File: config.mk
export PLATFORM = sky130hd
export DESIGN_NAME = reg_sb_ctrl_flat
export DESIGN_NICKNAME = d
export VERILOG_FILES = /design/src/rtl/reg_sb_if.sv /design/src/rtl/reg_sb_ctrl.sv /design/src/flat_wrapper.sv
export SDC_FILE = /design/constraint.sdc
export NUM_CORES = 1
export LEC_CHECK = 0
export ABC_CLOCK_PERIOD_IN_PS = 8700
export CORE_AREA = 2 2 158 160
export CTS_CLUSTER_DIAMETER = 40
export DETAILED_ROUTE_END_ITERATION = 8
export DIE_AREA = 0 0 160 162
export PLACE_DENSITY = 0.47
export RECOVER_POWER = 50
export SLEW_MARGIN = 20
export SYNTH_ARGS = -nofsm -noshare
export SYNTH_HDL_FRONTEND = slang
export SYNTH_SLANG_ARGS = --single-unit
export TNS_END_PERCENT = 100
File: constraint.sdc
create_clock -name clk -period 8.7 [get_ports clk]
set_input_delay 2.61 -clock clk [delete_from_list [all_inputs] [get_ports clk]]
set_output_delay 2.61 -clock clk [all_outputs]
set_load 0.02 [all_outputs]
File: src/rtl/reg_sb_if.sv
`default_nettype none
// ============================================================================
// reg_sb_if : ID/WB-side signal bundle for the register scoreboard  (rev 1.0)
// ============================================================================
interface reg_sb_if #(
   parameter int NREG  = 32,
   parameter int AW    = 5,
   parameter int CNT_W = 2
);
   logic                  issue_valid;
   logic                  issue_wr;
   logic [AW-1:0]         issue_rd;
   logic [AW-1:0]         rs1_id;
   logic [AW-1:0]         rs2_id;
   logic                  rs1_used;
   logic                  rs2_used;
   logic                  flush;
   logic                  wb_valid;
   logic [AW-1:0]         wb_rd;
   logic                  drain_req;
   logic                  stall;
   logic                  issue_fire;
   logic                  drain_ack;
   logic [NREG-1:0]       busy_vec;
   logic [AW+CNT_W-1:0]   inflight;
   logic                  sb_err;

   modport master (
      output issue_valid, issue_wr, issue_rd, rs1_id, rs2_id, rs1_used, rs2_used,
             flush, wb_valid, wb_rd, drain_req,
      input  stall, issue_fire, drain_ack, busy_vec, inflight, sb_err
   );

   modport slave (
      input  issue_valid, issue_wr, issue_rd, rs1_id, rs2_id, rs1_used, rs2_used,
             flush, wb_valid, wb_rd, drain_req,
      output stall, issue_fire, drain_ack, busy_vec, inflight, sb_err
   );
endinterface
`default_nettype wire

File: src/rtl/reg_sb_ctrl.sv
`default_nettype none
// ============================================================================
// reg_sb_ctrl : RAW/overflow scoreboard with drain/halt handshake  (rev 1.0)
// ============================================================================
module reg_sb_ctrl #(
   parameter int NREG  = 32,
   parameter int AW    = 5,
   parameter int CNT_W = 2
) (
   input  wire logic clk,
   input  wire logic rst_n,
   reg_sb_if.slave   sb
);
   localparam int IW = AW + CNT_W;

   localparam logic [CNT_W-1:0] c_cnt_one = CNT_W'(1);
   localparam logic [CNT_W-1:0] c_cnt_max = '1;

   localparam logic [1:0] c_st_idle   = 2'd0;
   localparam logic [1:0] c_st_drain  = 2'd1;
   localparam logic [1:0] c_st_halted = 2'd2;

   logic [1:0]                  state_q, state_d;
   logic                        drain_ack_q;
   logic [NREG-1:0][CNT_W-1:0]  pend_q, pend_d;
   logic [IW-1:0]               inflight_q, inflight_d;
   logic                        sb_err_q, sb_err_d;

   logic w_issue_ok;
   logic w_wb_hit_rs1, w_wb_hit_rs2, w_wb_hit_rd;
   logic w_haz_rs1, w_haz_rs2, w_ovf;
   logic w_stall, w_fire;
   logic w_inc_any, w_dec_any, w_same;
   logic w_inc_cnt, w_dec_cnt, w_dec_zero;

   // ------------------------------------------------------------------------
   // Hazard detection: a single outstanding write retiring this very cycle is
   // visible through the register-file write-through, so it does not stall.
   // ------------------------------------------------------------------------
   assign w_issue_ok   = sb.issue_valid && !sb.flush;
   assign w_wb_hit_rs1 = sb.wb_valid && (sb.wb_rd == sb.rs1_id);
   assign w_wb_hit_rs2 = sb.wb_valid && (sb.wb_rd == sb.rs2_id);
   assign w_wb_hit_rd  = sb.wb_valid && (sb.wb_rd == sb.issue_rd);

   always_comb begin
      w_haz_rs1 = 1'b0;
      w_haz_rs2 = 1'b0;
      w_ovf     = 1'b0;
      if (sb.rs1_used && (sb.rs1_id != '0)) begin
         w_haz_rs1 = (pend_q[sb.rs1_id] > c_cnt_one) ||
                     ((pend_q[sb.rs1_id] == c_cnt_one) && !w_wb_hit_rs1);
      end
      if (sb.rs2_used && (sb.rs2_id != '0)) begin
         w_haz_rs2 = (pend_q[sb.rs2_id] > c_cnt_one) ||
                     ((pend_q[sb.rs2_id] == c_cnt_one) && !w_wb_hit_rs2);
      end
      if (sb.issue_wr && (sb.issue_rd != '0)) begin
         w_ovf = (pend_q[sb.issue_rd] == c_cnt_max) && !w_wb_hit_rd;
      end
   end

   // ------------------------------------------------------------------------
   // Counter bookkeeping. An issue and a retire to the same register cancel,
   // so at most one register increments and a different one decrements.
   // ------------------------------------------------------------------------
   assign w_inc_any  = w_fire && sb.issue_wr && (sb.issue_rd != '0);
   assign w_dec_any  = sb.wb_valid && (sb.wb_rd != '0);
   assign w_same     = w_inc_any && w_dec_any && (sb.issue_rd == sb.wb_rd);
   assign w_inc_cnt  = w_inc_any && !w_same;
   assign w_dec_cnt  = w_dec_any && !w_same && (pend_q[sb.wb_rd] != '0);
   assign w_dec_zero = w_dec_any && !w_same && (pend_q[sb.wb_rd] == '0);

   always_comb begin
      pend_d = pend_q;
      if (w_inc_cnt) begin
         pend_d[sb.issue_rd] = pend_q[sb.issue_rd] + c_cnt_one;
      end
      if (w_dec_cnt) begin
         pend_d[sb.wb_rd] = pend_q[sb.wb_rd] - c_cnt_one;
      end
   end

   assign inflight_d = inflight_q + IW'(w_inc_cnt) - IW'(w_dec_cnt);
   assign sb_err_d   = sb_err_q | w_dec_zero;

   always_ff @(posedge clk or negedge rst_n) begin
      if (!rst_n) begin
         pend_q     <= '0;
         inflight_q <= '0;
         sb_err_q   <= 1'b0;
      end else begin
         pend_q     <= pend_d;
         inflight_q <= inflight_d;
         sb_err_q   <= sb_err_d;
      end
   end

   // ------------------------------------------------------------------------
   // Drain FSM: state register / next-state / outputs
   // ------------------------------------------------------------------------
   always_ff @(posedge clk or negedge rst_n) begin
      if (!rst_n) begin
         state_q     <= c_st_idle;
         drain_ack_q <= 1'b0;
      end else begin
         state_q     <= state_d;
         drain_ack_q <= (state_d == c_st_halted);
      end
   end

   // HALTED is entered on the same edge that retires the last pending write.
   always_comb begin
      state_d = state_q;
      case (state_q)
         c_st_idle: begin
            if (sb.drain_req) state_d = c_st_drain;
         end
         c_st_drain: begin
            if (!sb.drain_req)         state_d = c_st_idle;
            else if (inflight_d == '0) state_d = c_st_halted;
         end
         c_st_halted: begin
            if (!sb.drain_req) state_d = c_st_idle;
         end
         default: state_d = c_st_idle;
      endcase
   end

   always_comb begin
      w_stall = w_issue_ok &&
                (w_haz_rs1 || w_haz_rs2 || w_ovf || (state_q != c_st_idle));
      w_fire  = w_issue_ok && !w_stall;
   end

   assign sb.stall      = w_stall;
   assign sb.issue_fire = w_fire;
   assign sb.drain_ack  = drain_ack_q;
   assign sb.inflight   = inflight_q;
   assign sb.sb_err     = sb_err_q;

   for (genvar r = 0; r < NREG; r++) begin : g_busy
      if (r == 0) begin : g_x0
         assign sb.busy_vec[r] = 1'b0;
      end else begin : g_xn
         assign sb.busy_vec[r] = |pend_q[r];
      end
   end

`ifndef SYNTHESIS
   logic [IW-1:0] w_pend_sum;
   always_comb begin
      w_pend_sum = '0;
      for (int r = 0; r < NREG; r++) begin
         w_pend_sum = w_pend_sum + IW'(pend_q[r]);
      end
   end

   a_inflight_sum: assert property (@(posedge clk) disable iff (!rst_n)
      inflight_q == w_pend_sum);
   a_fire_excl_stall: assert property (@(posedge clk) disable iff (!rst_n)
      !(w_fire && w_stall));
`endif

endmodule
`default_nettype wire

File: src/flat_wrapper.sv
// flat-port wrapper written by rule: the top's interface ports become plain ports
module reg_sb_ctrl_flat 
#(
   parameter int NREG  = 32,
   parameter int AW    = 5,
   parameter int CNT_W = 2
)
  (clk, rst_n, sb_issue_valid, sb_issue_wr, sb_issue_rd, sb_rs1_id, sb_rs2_id, sb_rs1_used, sb_rs2_used, sb_flush, sb_wb_valid, sb_wb_rd, sb_drain_req, sb_stall, sb_issue_fire, sb_drain_ack, sb_busy_vec, sb_inflight, sb_sb_err);
  reg_sb_if #(.NREG(NREG), .AW(AW), .CNT_W(CNT_W)) sb_i ();
  input  wire logic clk;
  input  wire logic rst_n;
  input wire logic [$bits(sb_i.issue_valid)-1:0] sb_issue_valid;
  input wire logic [$bits(sb_i.issue_wr)-1:0] sb_issue_wr;
  input wire logic [$bits(sb_i.issue_rd)-1:0] sb_issue_rd;
  input wire logic [$bits(sb_i.rs1_id)-1:0] sb_rs1_id;
  input wire logic [$bits(sb_i.rs2_id)-1:0] sb_rs2_id;
  input wire logic [$bits(sb_i.rs1_used)-1:0] sb_rs1_used;
  input wire logic [$bits(sb_i.rs2_used)-1:0] sb_rs2_used;
  input wire logic [$bits(sb_i.flush)-1:0] sb_flush;
  input wire logic [$bits(sb_i.wb_valid)-1:0] sb_wb_valid;
  input wire logic [$bits(sb_i.wb_rd)-1:0] sb_wb_rd;
  input wire logic [$bits(sb_i.drain_req)-1:0] sb_drain_req;
  output wire logic [$bits(sb_i.stall)-1:0] sb_stall;
  output wire logic [$bits(sb_i.issue_fire)-1:0] sb_issue_fire;
  output wire logic [$bits(sb_i.drain_ack)-1:0] sb_drain_ack;
  output wire logic [$bits(sb_i.busy_vec)-1:0] sb_busy_vec;
  output wire logic [$bits(sb_i.inflight)-1:0] sb_inflight;
  output wire logic [$bits(sb_i.sb_err)-1:0] sb_sb_err;
  assign sb_i.issue_valid = sb_issue_valid;
  assign sb_i.issue_wr = sb_issue_wr;
  assign sb_i.issue_rd = sb_issue_rd;
  assign sb_i.rs1_id = sb_rs1_id;
  assign sb_i.rs2_id = sb_rs2_id;
  assign sb_i.rs1_used = sb_rs1_used;
  assign sb_i.rs2_used = sb_rs2_used;
  assign sb_i.flush = sb_flush;
  assign sb_i.wb_valid = sb_wb_valid;
  assign sb_i.wb_rd = sb_wb_rd;
  assign sb_i.drain_req = sb_drain_req;
  assign sb_stall = sb_i.stall;
  assign sb_issue_fire = sb_i.issue_fire;
  assign sb_drain_ack = sb_i.drain_ack;
  assign sb_busy_vec = sb_i.busy_vec;
  assign sb_inflight = sb_i.inflight;
  assign sb_sb_err = sb_i.sb_err;
  reg_sb_ctrl #(.NREG(NREG), .AW(AW), .CNT_W(CNT_W)) u_core (.clk(clk), .rst_n(rst_n), .sb(sb_i));
endmodule
==> reports/results.tsv <==
stage	metric	value	unit
power_and_ir_drop	power_per_cell_area	294.0	nW/um2
clock_network	clk_pin_slew	0.06	ns
placed_design	dpl_cell_area	8114	um2
critical_path	arrival	5.92	ns
sta	fin_crit	8.529	ns
global_routing	antenna_found_initial	0	
clock_network	cts_sinks	75	
yosys	syn-num-nets	739	
placed_design	port_buffers	70	
yosys	ys_async_sr_fraction	100.0	%
drt	vias	6573	
sta	fin_crit_sh	98.04	%
placed_design	dp_hpwl	21630	um
placed_design	dp_slack	0.1628	ns
sta	maxSlewViolCount	76	
clock_network	cts_hold_buf	0	
sta	max_freq	117.2	MHz
sta	slew_headroom	-181.0	%
die	ios	72	
clock_network	cts_buffers	9	
sta	layout_setup_ws	0.1706	ns
critical_path	reg2regPathDepth	20	
power_and_ir_drop	p_leak	3.647	nW
clock_network	cts-htree-levels	3	
drt	dr.pass1.iters	5	
placed_design	place_congestion	0.9379	
critical_path	required	6.09	ns
final_layout	finalInstanceArea	8433	um2
global_routing	grt_pass1_vias	6822	
global_routing	grt_max_degree	76	
clock_network	cts_max_path_buffers	2	
power_and_ir_drop	peakVddDrop	0.00009927	V
yosys	synthesis.area	7166	um2
job	max-cap-violations	1	
final_layout	fillerInstances	2511	
yosys	ys_types	59	
die	initial_utilization	29.73	%
critical_path	critPathKind	input pin to primary output	
clock_network	clk_latency	0.35	ns
sta	clock_skew	0.008432	ns
yosys	ys_seq_area_share	26.19	%
die	rows	57	
die	die-area	25920	um2
drt	drt_iter0_markers	774	
final_layout	nets	781	
final_layout	layout-drive-gt1-share	20.35	%
die	coreArea	24110	um2
sta	hold-worst-slack	0.5244	ns
drt	routed_wl	30030	um
yosys	netlist_instances	700	
clock_network	tritoncts	built	
die	die_w	160	um
yosys	ys.flop_type	dfrtp_1	
clock_network	cts_root_buf	clkbuf_16	
final_layout	final_util	34.98	%
global_routing	track_usage	23.29	%
outcome	outcome	finished, violations left	
final_layout	syn_to_final_growth	17.69	%
critical_path	path_max_fanout	18	
critical_path	critPathCaptureType	primary output	
yosys	postSynthAreaPerCell	10.24	um2
drt	drc	0	
yosys	synth-edff-count	0	
drt	wl_per_cell	28.04	um
hold_path	hp-class	flop to flop	
yosys	ys_ff_latch	75	
drt	ant_nets	0	
drt	via_per_inst	6.137	
final_layout	n_antenna_cell	0	
sta	finalHoldViolCount	0	
sta	setup-violations-final	0	
hold_path	min_path_cells	0	
die	fp.dieH	162	um
outcome	violations	capacitance limit, slew limit	
global_routing	grt_pass1_wl	45080	um
yosys	yosysWarningCount	0	
global_routing	grt_overflow	0	
critical_path	crit_path_start_kind	input pin	
sta	tightest_slew	4.216	ns
==> metal layers <==
layer,track usage (%),part of all wire [%]
met3,4.724,8.6
met1,30.96,42
met2,37.17,45
met4,9.623,3.7
met5,0,0
==> sequential cells by signal, indices dropped and copies added (netlist names) <==
| register | count |
|---|---|
| u_core.sb.sb_err | 1 |
| u_core.sb.inflight | 7 |
| u_core.state_q | 2 |
| u_core.sb.drain_ack | 1 |
| u_core.pend_q | 64 |
==> metrics by stage <==
stage               setup TNS [ns]  instances  power [mW]
floorplan                        0        700       1.488
global placement                 0       1055       2.067
detailed placement               0       1055       2.080
CTS                              0       1071       2.484
global route              -0.01906       1071       2.603
finish                           0       1071       2.479
==> power by group <==
group	switching [mW]	total, mW	internal (mW)
sequential	0.331	0.812	0.481
combinational	0.649	1.27	0.622
clock	0.163	0.396	0.233
==> cell usage after synthesis, types with 3 or more instances <==
cell | n | area [um2]
inv_1 | 22 | 82.58
ha_1 | 9 | 112.6
nand2_1 | 27 | 101.4
mux4_2 | 48 | 1081
nor3b_1 | 6 | 45.04
nor3_1 | 16 | 80.08
mux4_1 | 5 | 131.4
a22oi_1 | 56 | 420.4
buf_4 | 10 | 75.07
or3_1 | 3 | 18.77
nand3b_1 | 7 | 52.55
and3_1 | 14 | 87.58
nor2_1 | 28 | 105.1
a32oi_1 | 8 | 70.07
nand4_2 | 4 | 50.05
mux2_2 | 3 | 33.78
o21ai_0 | 5 | 25.02
dfrtp_1 | 75 | 1877
or2_2 | 29 | 181.4
a22oi_2 | 7 | 87.58
a21oi_1 | 20 | 100.1
nand4_1 | 26 | 162.7
xor2_1 | 10 | 87.58
or3b_2 | 4 | 35.03
a31oi_1 | 10 | 62.56
buf_6 | 8 | 90.09
nand3_1 | 33 | 165.2
o22ai_1 | 3 | 18.77
buf_1 | 8 | 30.03
mux2i_1 | 94 | 940.9
xnor2_1 | 11 | 96.34
clkbuf_1 | 23 | 86.33
and3b_1 | 5 | 43.79
buf_2 | 16 | 80.08
and2_1 | 12 | 75.07
nor2b_1 | 4 | 25.02
o31a_1 | 3 | 26.28
nand2b_1 | 4 | 25.02
==> critical path, stage by stage <==
cell and delay [ns]:
clkdlybuf4s50_1 0.92, nor2_1 0.35, a22oi_1 0.26, nand4_1 0.14
ha_1 0.28, a311oi_4 0.30, o31a_4 0.22, nand2_1 0.06
nor2_1 0.13, clkdlybuf4s50_1 0.63
==> cell families after synthesis <==
logic type,Yosys count,synth area share [%]
AO/OA/AOI/OAI,124,13.32
XOR/XNOR,21,2.567
adder cells (fa/ha/maj),10,1.851
buffers and inverters,90,6.810
flip-flops,75,26.19
multiplexers,150,30.52
other,1,0.05233
AND/OR/NAND/NOR,229,18.68
==> cells in the final DEF, fill, tap and decap left out, types with 4 or more instances in the layout <==
| master | count |
|---|---|
| nand2b_1 | 4 |
| mux4_1 | 5 |
| nand4_2 | 4 |
| nand3_1 | 33 |
| clkdlybuf4s50_1 | 50 |
| clkbuf_16 | 9 |
| nor2_1 | 28 |
| dlygate4sd3_1 | 18 |
| nand3b_1 | 7 |
| ha_1 | 9 |
| a31oi_1 | 10 |
| or2_2 | 29 |
| a32oi_1 | 8 |
| a21oi_1 | 20 |
| nor2b_1 | 4 |
| buf_4 | 26 |
| or3b_2 | 4 |
| a22oi_1 | 56 |
| inv_1 | 22 |
| nor3_1 | 15 |
| mux4_2 | 48 |
| nand4_1 | 26 |
| xnor2_1 | 11 |
| xor2_1 | 10 |
| o21ai_0 | 5 |
| and3b_1 | 5 |
| mux2i_1 | 94 |
| nand2_1 | 27 |
| dfrtp_1 | 75 |
| and2_1 | 12 |
| and3_1 | 14 |
| a22oi_2 | 7 |
| nor3b_1 | 5 |
==> area by class of cell <==
class                           instances  area, um2  share of cell area, %
Clock buffer                           10      239.0                  2.834
Clock inverter                          6      72.57                 0.8605
Inverter                               23      86.33                  1.024
Multi-Input combinational cell        535       4828                  57.26
Sequential cell                        75       1877                  22.26
Tap cell                              324      405.4                  4.807
Timing Repair Buffer                   98      924.6                  10.96
==> worst paths after layout <==
path	start	end	slack [ns]
max reg2reg	u_core.pend_q[30]$_DFF_PN0_	u_core.state_q[0]$_DFF_PN0_	3.57
max in group asynchronous	rst_n	u_core.pend_q[59]$_DFF_PN0_	2.59
min reg2reg	u_core.pend_q[1]$_DFF_PN0_	u_core.pend_q[1]$_DFF_PN0_	0.52
min in group asynchronous	rst_n	u_core.sb.inflight[3]$_DFF_PN0_	3.73
min	u_core.pend_q[1]$_DFF_PN0_	u_core.pend_q[1]$_DFF_PN0_	0.52
max	sb_issue_rd[2]	sb_issue_fire	0.17
==> repair_timing <==
action	in CTS	in global routing
setup buffers	0	0
gates resized for setup	0	1
endpoints found under the setup margin	0	1
Power figures use the tool's default switching activity.
